File: config.mk
export PLATFORM = sky130hd
export DESIGN_NAME = mov_exec_fsm_flat
export DESIGN_NICKNAME = d
export VERILOG_FILES = /design/src/rtl/mov_exec_fsm_pkg.sv /design/src/rtl/mov_exec_fsm_if.sv /design/src/rtl/mov_exec_fsm_decode.sv /design/src/rtl/mov_exec_fsm.sv /design/src/flat_wrapper.sv
export SDC_FILE = /design/constraint.sdc
export NUM_CORES = 1
export LEC_CHECK = 0
export BUFFER_PORTS_ARGS = -buffer_cell sky130_fd_sc_hd__buf_2
export CAP_MARGIN = 25
export CELL_PAD_IN_SITES_DETAIL_PLACEMENT = 1
export CELL_PAD_IN_SITES_GLOBAL_PLACEMENT = 1
export CORE_ASPECT_RATIO = 0.9
export CORE_UTILIZATION = 40
export DETAILED_ROUTE_END_ITERATION = 8
export GPL_ROUTABILITY_DRIVEN = 0
export PLACE_DENSITY = 0.75
export SYNTH_ARGS = -nofsm -noshare
export SYNTH_HDL_FRONTEND = slang
export SYNTH_SLANG_ARGS = --single-unit
File: constraint.sdc
create_clock -name clk -period 2.5 [get_ports clk]
set_input_delay 0.375 -clock clk [delete_from_list [all_inputs] [get_ports clk]]
set_output_delay 0.375 -clock clk [all_outputs]
set_load 0.1 [all_outputs]
File: src/rtl/mov_exec_fsm_pkg.sv
// Shared types and helpers for the register-move execution FSM.
// States, opcodes, register index names and immediate extension.
package mov_pkg;

  typedef enum logic [2:0] {
    IDLE  = 3'd0,
    FETCH = 3'd1,
    DRIVE = 3'd2,
    LATCH = 3'd3,
    DONE  = 3'd4
  } state_e;

  localparam logic [3:0] OPC_MOVI_D = 4'b0111;
  localparam logic [3:0] OPC_MOV_D  = 4'b0110;

  localparam int G0 = 0;
  localparam int P0 = 1;
  localparam int G1 = 2;
  localparam int G2 = 3;
  localparam int G3 = 4;
  localparam int P1 = 5;

  // Field is zero-padded by the caller; bits at and above fw are refilled.
  function automatic logic [31:0] extend(
    input logic [31:0] f,
    input int          fw,
    input bit          sx
  );
    logic [31:0] r;
    r = f;
    for (int i = 0; i < 32; i++) begin
      if (i >= fw) r[i] = sx & f[5'(fw - 1)];
    end
    return r;
  endfunction

endpackage

File: src/rtl/mov_exec_fsm_if.sv
// Controller-side bundle for the register-move FSM.
// Request/instruction in, bus drive and load enables out.
interface mov_exec_fsm_if #(
  parameter int DATA_W   = 16,
  parameter int NUM_REGS = 6,
  parameter int INSTR_W  = 16
);
  logic                start;
  logic [INSTR_W-1:0]  instr;
  logic                busy;
  logic                pc_inc;
  logic                imm_out;
  logic [DATA_W-1:0]   imm_val;
  logic [NUM_REGS-1:0] reg_out;
  logic [NUM_REGS-1:0] reg_in;
  logic                done;
  logic                err;

  modport master (
    output start, instr,
    input  busy, pc_inc, imm_out, imm_val,
    input  reg_out, reg_in, done, err
  );

  modport slave (
    input  start, instr,
    output busy, pc_inc, imm_out, imm_val,
    output reg_out, reg_in, done, err
  );
endinterface

File: src/rtl/mov_exec_fsm_decode.sv
// Combinational legality check and one-hot dst/src select.
// Reusable by other per-opcode FSMs sharing the instruction format.
module mov_decode #(
  parameter int         NUM_REGS = 6,
  parameter int         FIELD_W  = 6,
  parameter int         OPC_W    = 4,
  parameter logic [3:0] OPC_MOVI = 4'b0111,
  parameter logic [3:0] OPC_MOV  = 4'b0110,
  localparam int INSTR_W = OPC_W + 2 * FIELD_W
) (
  input  logic [INSTR_W-1:0]  i_instr,
  output logic                o_legal,
  output logic                o_is_movi,
  output logic [NUM_REGS-1:0] o_dst_oh,
  output logic [NUM_REGS-1:0] o_src_oh
);
  localparam logic [31:0] NR = 32'(NUM_REGS);

  logic [OPC_W-1:0]   w_opc;
  logic [FIELD_W-1:0] w_dst;
  logic [FIELD_W-1:0] w_src;
  logic               w_dst_ok;
  logic               w_src_ok;
  logic               w_movi;
  logic               w_mov;

  assign w_opc = i_instr[INSTR_W-1 -: OPC_W];
  assign w_dst = i_instr[2*FIELD_W-1 -: FIELD_W];
  assign w_src = i_instr[FIELD_W-1:0];

  assign w_dst_ok = 32'(w_dst) < NR;
  assign w_src_ok = 32'(w_src) < NR;
  assign w_movi   = w_opc == OPC_W'(OPC_MOVI);
  assign w_mov    = w_opc == OPC_W'(OPC_MOV);

  assign o_dst_oh = w_dst_ok ? NUM_REGS'(1) << w_dst : '0;
  assign o_src_oh = w_src_ok ? NUM_REGS'(1) << w_src : '0;

  always_comb begin
    o_legal   = 1'b0;
    o_is_movi = 1'b0;
    unique case (1'b1)
      w_movi: begin
        o_is_movi = 1'b1;
        o_legal   = w_dst_ok;
      end
      w_mov:   o_legal = w_dst_ok & w_src_ok;
      default: ;
    endcase
  end
endmodule

File: src/rtl/mov_exec_fsm.sv
// MOVI/MOV execution FSM with start/busy/done handshake.
// Outputs are registered for the state being entered.
module mov_exec_fsm
  import mov_pkg::*;
#(
  parameter int         DATA_W   = 16,
  parameter int         NUM_REGS = 6,
  parameter int         FIELD_W  = 6,
  parameter int         OPC_W    = 4,
  parameter logic [3:0] OPC_MOVI = OPC_MOVI_D,
  parameter logic [3:0] OPC_MOV  = OPC_MOV_D,
  parameter bit         SIGN_EXT = 1'b0,
  localparam int INSTR_W = OPC_W + 2 * FIELD_W
) (
  input logic           clk,
  input logic           rst_n,
  mov_exec_fsm_if.slave bus
);
  state_e              r_state;
  logic [INSTR_W-1:0]  r_instr;
  logic                r_busy;
  logic                r_pc_inc;
  logic                r_imm_out;
  logic [DATA_W-1:0]   r_imm_val;
  logic [NUM_REGS-1:0] r_reg_out;
  logic [NUM_REGS-1:0] r_reg_in;
  logic                r_done;
  logic                r_err;

  logic                w_legal;
  logic                w_is_movi;
  logic [NUM_REGS-1:0] w_dst_oh;
  logic [NUM_REGS-1:0] w_src_oh;
  logic [FIELD_W-1:0]  w_imm;

  assign w_imm = r_instr[FIELD_W-1:0];

  mov_decode #(
    .NUM_REGS (NUM_REGS),
    .FIELD_W  (FIELD_W),
    .OPC_W    (OPC_W),
    .OPC_MOVI (OPC_MOVI),
    .OPC_MOV  (OPC_MOV)
  ) u_dec (
    .i_instr   (r_instr),
    .o_legal   (w_legal),
    .o_is_movi (w_is_movi),
    .o_dst_oh  (w_dst_oh),
    .o_src_oh  (w_src_oh)
  );

  always_ff @(posedge clk or negedge rst_n) begin
    if (!rst_n) begin
      r_state   <= IDLE;
      r_instr   <= '0;
      r_busy    <= 1'b0;
      r_pc_inc  <= 1'b0;
      r_imm_out <= 1'b0;
      r_imm_val <= '0;
      r_reg_out <= '0;
      r_reg_in  <= '0;
      r_done    <= 1'b0;
      r_err     <= 1'b0;
    end else begin
      r_pc_inc <= 1'b0;
      r_done   <= 1'b0;
      r_err    <= 1'b0;
      unique case (r_state)
        IDLE: begin
          if (bus.start) begin
            r_instr  <= bus.instr;
            r_state  <= FETCH;
            r_busy   <= 1'b1;
            r_pc_inc <= 1'b1;
          end
        end
        FETCH: begin
          if (w_legal) begin
            r_state   <= DRIVE;
            r_imm_out <= w_is_movi;
            r_reg_out <= w_is_movi ? '0 : w_src_oh;
            if (w_is_movi)
              r_imm_val <= DATA_W'(extend(32'(w_imm), FIELD_W, SIGN_EXT));
          end else begin
            r_state <= DONE;
            r_done  <= 1'b1;
            r_err   <= 1'b1;
          end
        end
        DRIVE: begin
          r_state  <= LATCH;
          r_reg_in <= w_dst_oh;
        end
        LATCH: begin
          r_state   <= DONE;
          r_imm_out <= 1'b0;
          r_imm_val <= '0;
          r_reg_out <= '0;
          r_reg_in  <= '0;
          r_done    <= 1'b1;
        end
        DONE: begin
          r_state <= IDLE;
          r_busy  <= 1'b0;
        end
        default: r_state <= IDLE;
      endcase
    end
  end

  assign bus.busy    = r_busy;
  assign bus.pc_inc  = r_pc_inc;
  assign bus.imm_out = r_imm_out;
  assign bus.imm_val = r_imm_val;
  assign bus.reg_out = r_reg_out;
  assign bus.reg_in  = r_reg_in;
  assign bus.done    = r_done;
  assign bus.err     = r_err;
endmodule

File: src/flat_wrapper.sv
// flat-port wrapper written by rule: the top's interface ports become plain ports
module mov_exec_fsm_flat import mov_pkg::*;
#(
  parameter int         DATA_W   = 16,
  parameter int         NUM_REGS = 6,
  parameter int         FIELD_W  = 6,
  parameter int         OPC_W    = 4,
  parameter logic [3:0] OPC_MOVI = OPC_MOVI_D,
  parameter logic [3:0] OPC_MOV  = OPC_MOV_D,
  parameter bit         SIGN_EXT = 1'b0,
  localparam int INSTR_W = OPC_W + 2 * FIELD_W
)
  (clk, rst_n, bus_start, bus_instr, bus_busy, bus_pc_inc, bus_imm_out, bus_imm_val, bus_reg_out, bus_reg_in, bus_done, bus_err);
  mov_exec_fsm_if #(.DATA_W(DATA_W), .NUM_REGS(NUM_REGS), .INSTR_W(16)) bus_i ();
  input logic clk;
  input logic rst_n;
  input wire logic [$bits(bus_i.start)-1:0] bus_start;
  input wire logic [$bits(bus_i.instr)-1:0] bus_instr;
  output wire logic [$bits(bus_i.busy)-1:0] bus_busy;
  output wire logic [$bits(bus_i.pc_inc)-1:0] bus_pc_inc;
  output wire logic [$bits(bus_i.imm_out)-1:0] bus_imm_out;
  output wire logic [$bits(bus_i.imm_val)-1:0] bus_imm_val;
  output wire logic [$bits(bus_i.reg_out)-1:0] bus_reg_out;
  output wire logic [$bits(bus_i.reg_in)-1:0] bus_reg_in;
  output wire logic [$bits(bus_i.done)-1:0] bus_done;
  output wire logic [$bits(bus_i.err)-1:0] bus_err;
  assign bus_i.start = bus_start;
  assign bus_i.instr = bus_instr;
  assign bus_busy = bus_i.busy;
  assign bus_pc_inc = bus_i.pc_inc;
  assign bus_imm_out = bus_i.imm_out;
  assign bus_imm_val = bus_i.imm_val;
  assign bus_reg_out = bus_i.reg_out;
  assign bus_reg_in = bus_i.reg_in;
  assign bus_done = bus_i.done;
  assign bus_err = bus_i.err;
  mov_exec_fsm #(.DATA_W(DATA_W), .NUM_REGS(NUM_REGS), .FIELD_W(FIELD_W), .OPC_W(OPC_W), .OPC_MOVI(OPC_MOVI), .OPC_MOV(OPC_MOV), .SIGN_EXT(SIGN_EXT)) u_core (.clk(clk), .rst_n(rst_n), .bus(bus_i));
endmodule
==> results of run 1 <==
==> placed cells by master (no fill, tap or decap), drive strengths merged, types with 2 or more instances in the layout <==
master | synthesis | routed
a2111oi | 2 | 2
a21o | 2 | 2
a21oi | 2 | 2
a22o | 9 | 9
a32o | 7 | 7
and2b | 2 | 2
buf | 12 | 43
clkbuf | 0 | 7
conb | 1 | 10
dfrtp | 42 | 42
mux2 | 16 | 16
nand2 | 6 | 6
nor2 | 7 | 7
nor4b | 2 | 2
o21a | 3 | 3
o21ai | 4 | 4
==> power by group through the flow <==
stage	registers (W)	clock network [W]	logic, W
floorplan	0.00118	0	0.000272
global placement	0.000941	0	0.000630
detailed placement	0.000955	0	0.000644
CTS	0.000946	0.000420	0.000646
global route	0.000969	0.000456	0.000674
finish	0.000944	0.000404	0.000638
==> worst max path at each step <==
stage | start | endpoint | slack [ps] | cells past startpoint
6_report | u_core.r_instr[7] | u_core.bus.reg_out[4] | 440 | 4
5_1_grt | u_core.r_instr[7] | u_core.bus.reg_out[4] | 210 | 4
4_1_cts | u_core.r_instr[7] | u_core.bus.reg_out[4] | 390 | 4
3_5_place_dp | u_core.r_instr[7] | u_core.bus.reg_out[4] | 390 | 4
3_3_place_gp | u_core.r_instr[7] | u_core.bus.reg_out[0] | 510 | 4
2_1_floorplan | u_core.r_state[1] | u_core.bus.reg_out[3] | 650 | 5
==> cells by family after synthesis <==
group	Yosys count
flip-flops	42
AND/OR/NAND/NOR	26
buffers and inverters	13
other	1
AO/OA/AOI/OAI	31
multiplexers	16
==> final cells by class <==
type	count	area, µm²
tap	60	75.1
clock buffer	7	76.3
inverter	1	3.75
fill	462	2070
timing repair buffer	43	220
sequential	42	1050
multi-input combinational	83	657
==> routing by layer <==
metal / routed length, µm / up-vias / GRT usage
li1: - / 552 / -
met1: 1800 / 612 / 0.251
met2: 1820 / 41 / 0.305
met3: 197 / 5 / 0.0629
met4: 44 / 0 / 0.0637
met5: 0 / - / 0
==> per-stage QoR <==
step / hold slack, ps / util / power (W) / area, µm²
2_1_floorplan: 79.4 / - / 0.00145 / 1800
4_1_cts: 251 / 0.501 / 0.00201 / 2080
5_1_grt: 288 / 0.501 / 0.00210 / 2080
6_report: 223 / 0.501 / 0.00199 / 2080
3_5_place_dp: 471 / 0.483 / 0.00160 / 2010
3_3_place_gp: 457 / 0.483 / 0.00157 / 2010
==> registers in the layout (all words and copies together) (netlist names) <==
signal	cells
u_core.bus.reg_out	6
u_core.bus.err	1
u_core.bus.busy	1
u_core.r_state	3
u_core.bus.done	1
u_core.bus.imm_val	6
u_core.r_instr	16
u_core.bus.pc_inc	1
u_core.bus.reg_in	6
u_core.bus.imm_out	1
==> flow_summary.ini, run 1 <==
[sta]
slew_headroom = 0.381
rsz0062_at_grt = false
finalHoldViolCount = 0
period_minus_slack_ps = 2060
fmax_ghz = 0.485
maxSlewViolCount = 0
tightest_slew_ps = 929
fin_ws_ps = 438
setup_tns_ps = 0
finClkSkew_ps = 4.48
setup_viol = 0
fin_crit_sh = 0.825

[setup_path]
endpoint_kind = flop
crit_path_top_delay_cell = a2111oi_2
setup.worst_path.class = reg -> reg
critPathBufInv = 0
r2r_cells = 4
critPathMaxFanout = 7
critPathMaxStageDelay_ps = 630
reg2reg_to = u_core.bus.reg_out[4]
arrival_ps = 2240
r2r_slack_ps = 440
start_kind = flop
worstPathCellList = a2111oi_2, o2111a_1, o21ai_1, a22o_1
cpLargestDelayFamily = compound AO/OA/AOI/OAI gates
r2r-start = u_core.r_instr[7]
critPathRequiredTime_ps = 2670

[route]
remaining_drc_errors = 0
totalWireLength_um = 3860
first_iter_violations = 37
wl_per_cell_um = 16.3
ant_nets = 0
viasPerCell = 5.13
firstDrtPassIters = 5
vias = 1210

[die]
coreArea_um2 = 4160
io_pins = 52
dieArea_um2 = 4690
die-width_um = 72.1
start_util = 0.426
die_h_um = 65.1
std_cell_rows = 22

[clock_network]
cts_resized = 0
htreeDepth = 2
clkTransAtPathRegs_ps = 70
cts_setup_buffers = 0
clockBufferDepth = 2
ctsRootBufferMaster = clkbuf_8
cts_tree = done
clk_latency_ps = 290
cts_made_buffers = 5
postCtsHoldBufs = 0
cts.sink_count = 42

[synthesis]
synthTopCellsByArea = dfrtp_1, mux2_2, a22o_1
yosysUniqueCellTypes = 33
synth_edf_count = 0
yosys.area_share.simple = 0.100
synth-main-ff-cell = dfrtp_1
synth_top_area_share = 0.594
avgSynthCellArea_um2 = 13.7
synth-xor-area-share = 0
synthesis.area_um2 = 1770
synth_top_cell_by_area = dfrtp_1
synth_commonest_cells = dfrtp_1, mux2_2, buf_4, a22o_1
synth_fa_ha_area_frac = 0
synth_seq_cells = 42
yosysWarnings = 0
synthArstFlopShare = 1.00
synth_compound_gate_area_share = 0.148
synth_top_family_by_area = compound AO/OA/AOI/OAI gates
ys_seq_area_frac = 0.594
synth_cells = 129
synthMuxAreaShare = 0.102
yosysMostFrequentCell = dfrtp_1

[global_route]
gr-total-overflow = 0
grt_antenna_before_repair = 0
grt_pass1_vias = 1304
grt_pass1_wl_um = 6660
grt_max_degree = 43
track_usage = 0.193

[placement]
dp.cells = 229
post-dp-hpwl_um = 2770
place_ws_ps = 394
io_buffers = 41

[power]
p_int_w = 0.00117
powerDensity_nw_per_um2 = 954
sequentialPowerShare = 0.475
switchingPower_w = 0.000817
p_comb_frac = 0.321
p_leak_nw = 1.03
irDropWorstVdd_mv = 0.390
pwr-share-clk = 0.203
switching_share = 0.411

[finish]
nNetsFinal = 195
fin_cells = 236
area.growth.synth_to_final_pct = 17.8
drive_gt1_frac = 0.409
antenna_cells = 0

[hold_path]
hp-class = in -> async

[flow_run]
max_cap_viol_count = 0

[status]
status = finished, final reports clean
Power figures use the tool's default switching activity.
==> run 2, diff against run 1 <==
- clock period: 2.5 -> 2.1 ns (I/O delays scaled with it)
==> run 2 against run 1 <==
Sequential cell count unchanged. Clock skew increased by 3.4 ps. Sequential power increased by 17%. First-iteration DRC count decreased by 54%. Register-to-register slack got worse by 260 ps. Combinational power increased by 28%. Largest cell class unchanged. Die area unchanged. Fmax increased by 7.5%. Count of clock-buffer cells in the layout increased by 1. Core utilization increased by 2.1 points. Via count increased by 1.7%. Total power increased by 26%. Critical endpoint is now u_core.bus.reg_out[0].
==> flow_summary.ini, run 2 (same netlist as run 1, synthesis figures left out) <==
[status]
status = finished, final reports clean

[clock_network]
clockBufferDepth = 2
cts_setup_buffers = 0
clk_latency_ps = 290
postCtsHoldBufs = 0
cts_resized = 0
ctsRootBufferMaster = clkbuf_8
htreeDepth = 2
cts.sink_count = 42
clkTransAtPathRegs_ps = 80
cts_made_buffers = 5
cts_tree = done

[finish]
multiInputGateArea_um2 = 657
nNetsFinal = 202
top_register = u_core.r_instr
fin_cells = 244
drive_gt1_frac = 0.446
regArea_um2 = 1050
layout_common_cells = dfrtp_1, buf_2, mux2_2, conb_1
num-fill-cells = 445
layout_commonest_cell = dfrtp_1
fin_area_um2 = 2170
area.growth.synth_to_final_pct = 22.6
antenna_cells = 0
largest_reg_flops = 16

[route]
firstDrtPassIters = 4
wl_per_cell_um = 16.2
remaining_drc_errors = 0
vias = 1231
totalWireLength_um = 3960
first_iter_violations = 17
viasPerCell = 5.05
ant_nets = 0

[global_route]
grt.busiest_layer = met2
gr-total-overflow = 0
use_met1 = 0.265
grt_max_degree = 31
track_usage = 0.190
use_met2 = 0.297
grt_pass1_vias = 1325
grt_antenna_before_repair = 0
grt_use_met3 = 0.0460
grt_pass1_wl_um = 6730

[die]
coreArea_um2 = 4160
dieArea_um2 = 4690
io_pins = 52
die-width_um = 72.1
die_h_um = 65.1
std_cell_rows = 22
start_util = 0.426

[sta]
maxSlewViolCount = 0
fin_crit_sh = 0.914
fmax_ghz = 0.521
setup_viol = 0
slew_headroom = 0.527
rsz0062_at_grt = false
period_minus_slack_ps = 1920
finClkSkew_ps = 7.85
finalHoldViolCount = 0
setup_tns_ps = 0
whs_ps = 47.5
tightest_slew_ps = 691

[placement]
post-dp-hpwl_um = 2970
dp.cells = 236
io_buffers = 41
dpl_cell_area_um2 = 2060

[flow_run]
max_cap_viol_count = 0

[setup_path]
start_kind = flop
arrival_ps = 2090
endpoint_kind = flop
setup.worst_path.class = reg -> reg
critPathRequiredTime_ps = 2270
r2r_slack_ps = 180
critPathMaxFanout = 7

[power]
totalPowerFinal_w = 0.00251
p_leak_nw = 1.08
irDropWorstVdd_mv = 0.480
powerDensity_nw_per_um2 = 1160

[hold_path]
hp-class = in -> async
==> run 2: area by class of cell <==
| class | instances | share of cell area |
|---|---|---|
| Sequential cell | 42 | 0.484 |
| Tap cell | 60 | 0.0346 |
| Inverter | 1 | 0.00173 |
| Timing Repair Buffer | 50 | 0.126 |
| Multi-Input combinational cell | 83 | 0.303 |
| Clock buffer | 8 | 0.0507 |
==> run 2: metrics by stage <==
stage,util,setup slack (ps)
after floorplan,-,246
after CTS,0.522,207
final,0.522,181
after global routing,0.522,90.0
after detailed placement,0.495,219
after global placement,0.495,290
==> run 2: path summary, 6_finish.rpt <==
kind / end / from / depth (start not counted)
max in group asynchronous: u_core.bus.imm_out / rst_n / 2
max: u_core.bus.reg_out[0] / u_core.r_instr[3] / 4
min reg2reg: u_core.bus.imm_out / u_core.bus.imm_out / 1
max reg2reg: u_core.bus.reg_out[0] / u_core.r_instr[3] / 4
min in group clk: u_core.r_instr[12] / bus_instr[12] / 2
min: u_core.r_state[2] / rst_n / 1
==> run 2: power by group <==
| part | switching (W) | internal [W] | leakage (nW) | total [W] |
|---|---|---|---|---|
| Sequential | 0.000142 | 0.000958 | 0.540 | 0.00110 |
| Combinational | 0.000585 | 0.000229 | 0.485 | 0.000814 |
| Clock | 0.000262 | 0.000332 | 0.0575 | 0.000594 |
==> run 2: per-layer routing <==
layer  wire length [µm]  share of wire  vias to the layer above
li1                   -              -                      569
met1               1900           0.48                      616
met2               1830           0.46                       42
met3                200          0.051                        4
met4                 25         0.0063                        0
met5                  0              0                        -
==> run 2: critical path, stage by stage (launching register included) <==
cell and delay (ps):
dfrtp_1 420, a2111oi_0 640, o2111a_1 280, o21ai_1 180
a22o_1 300
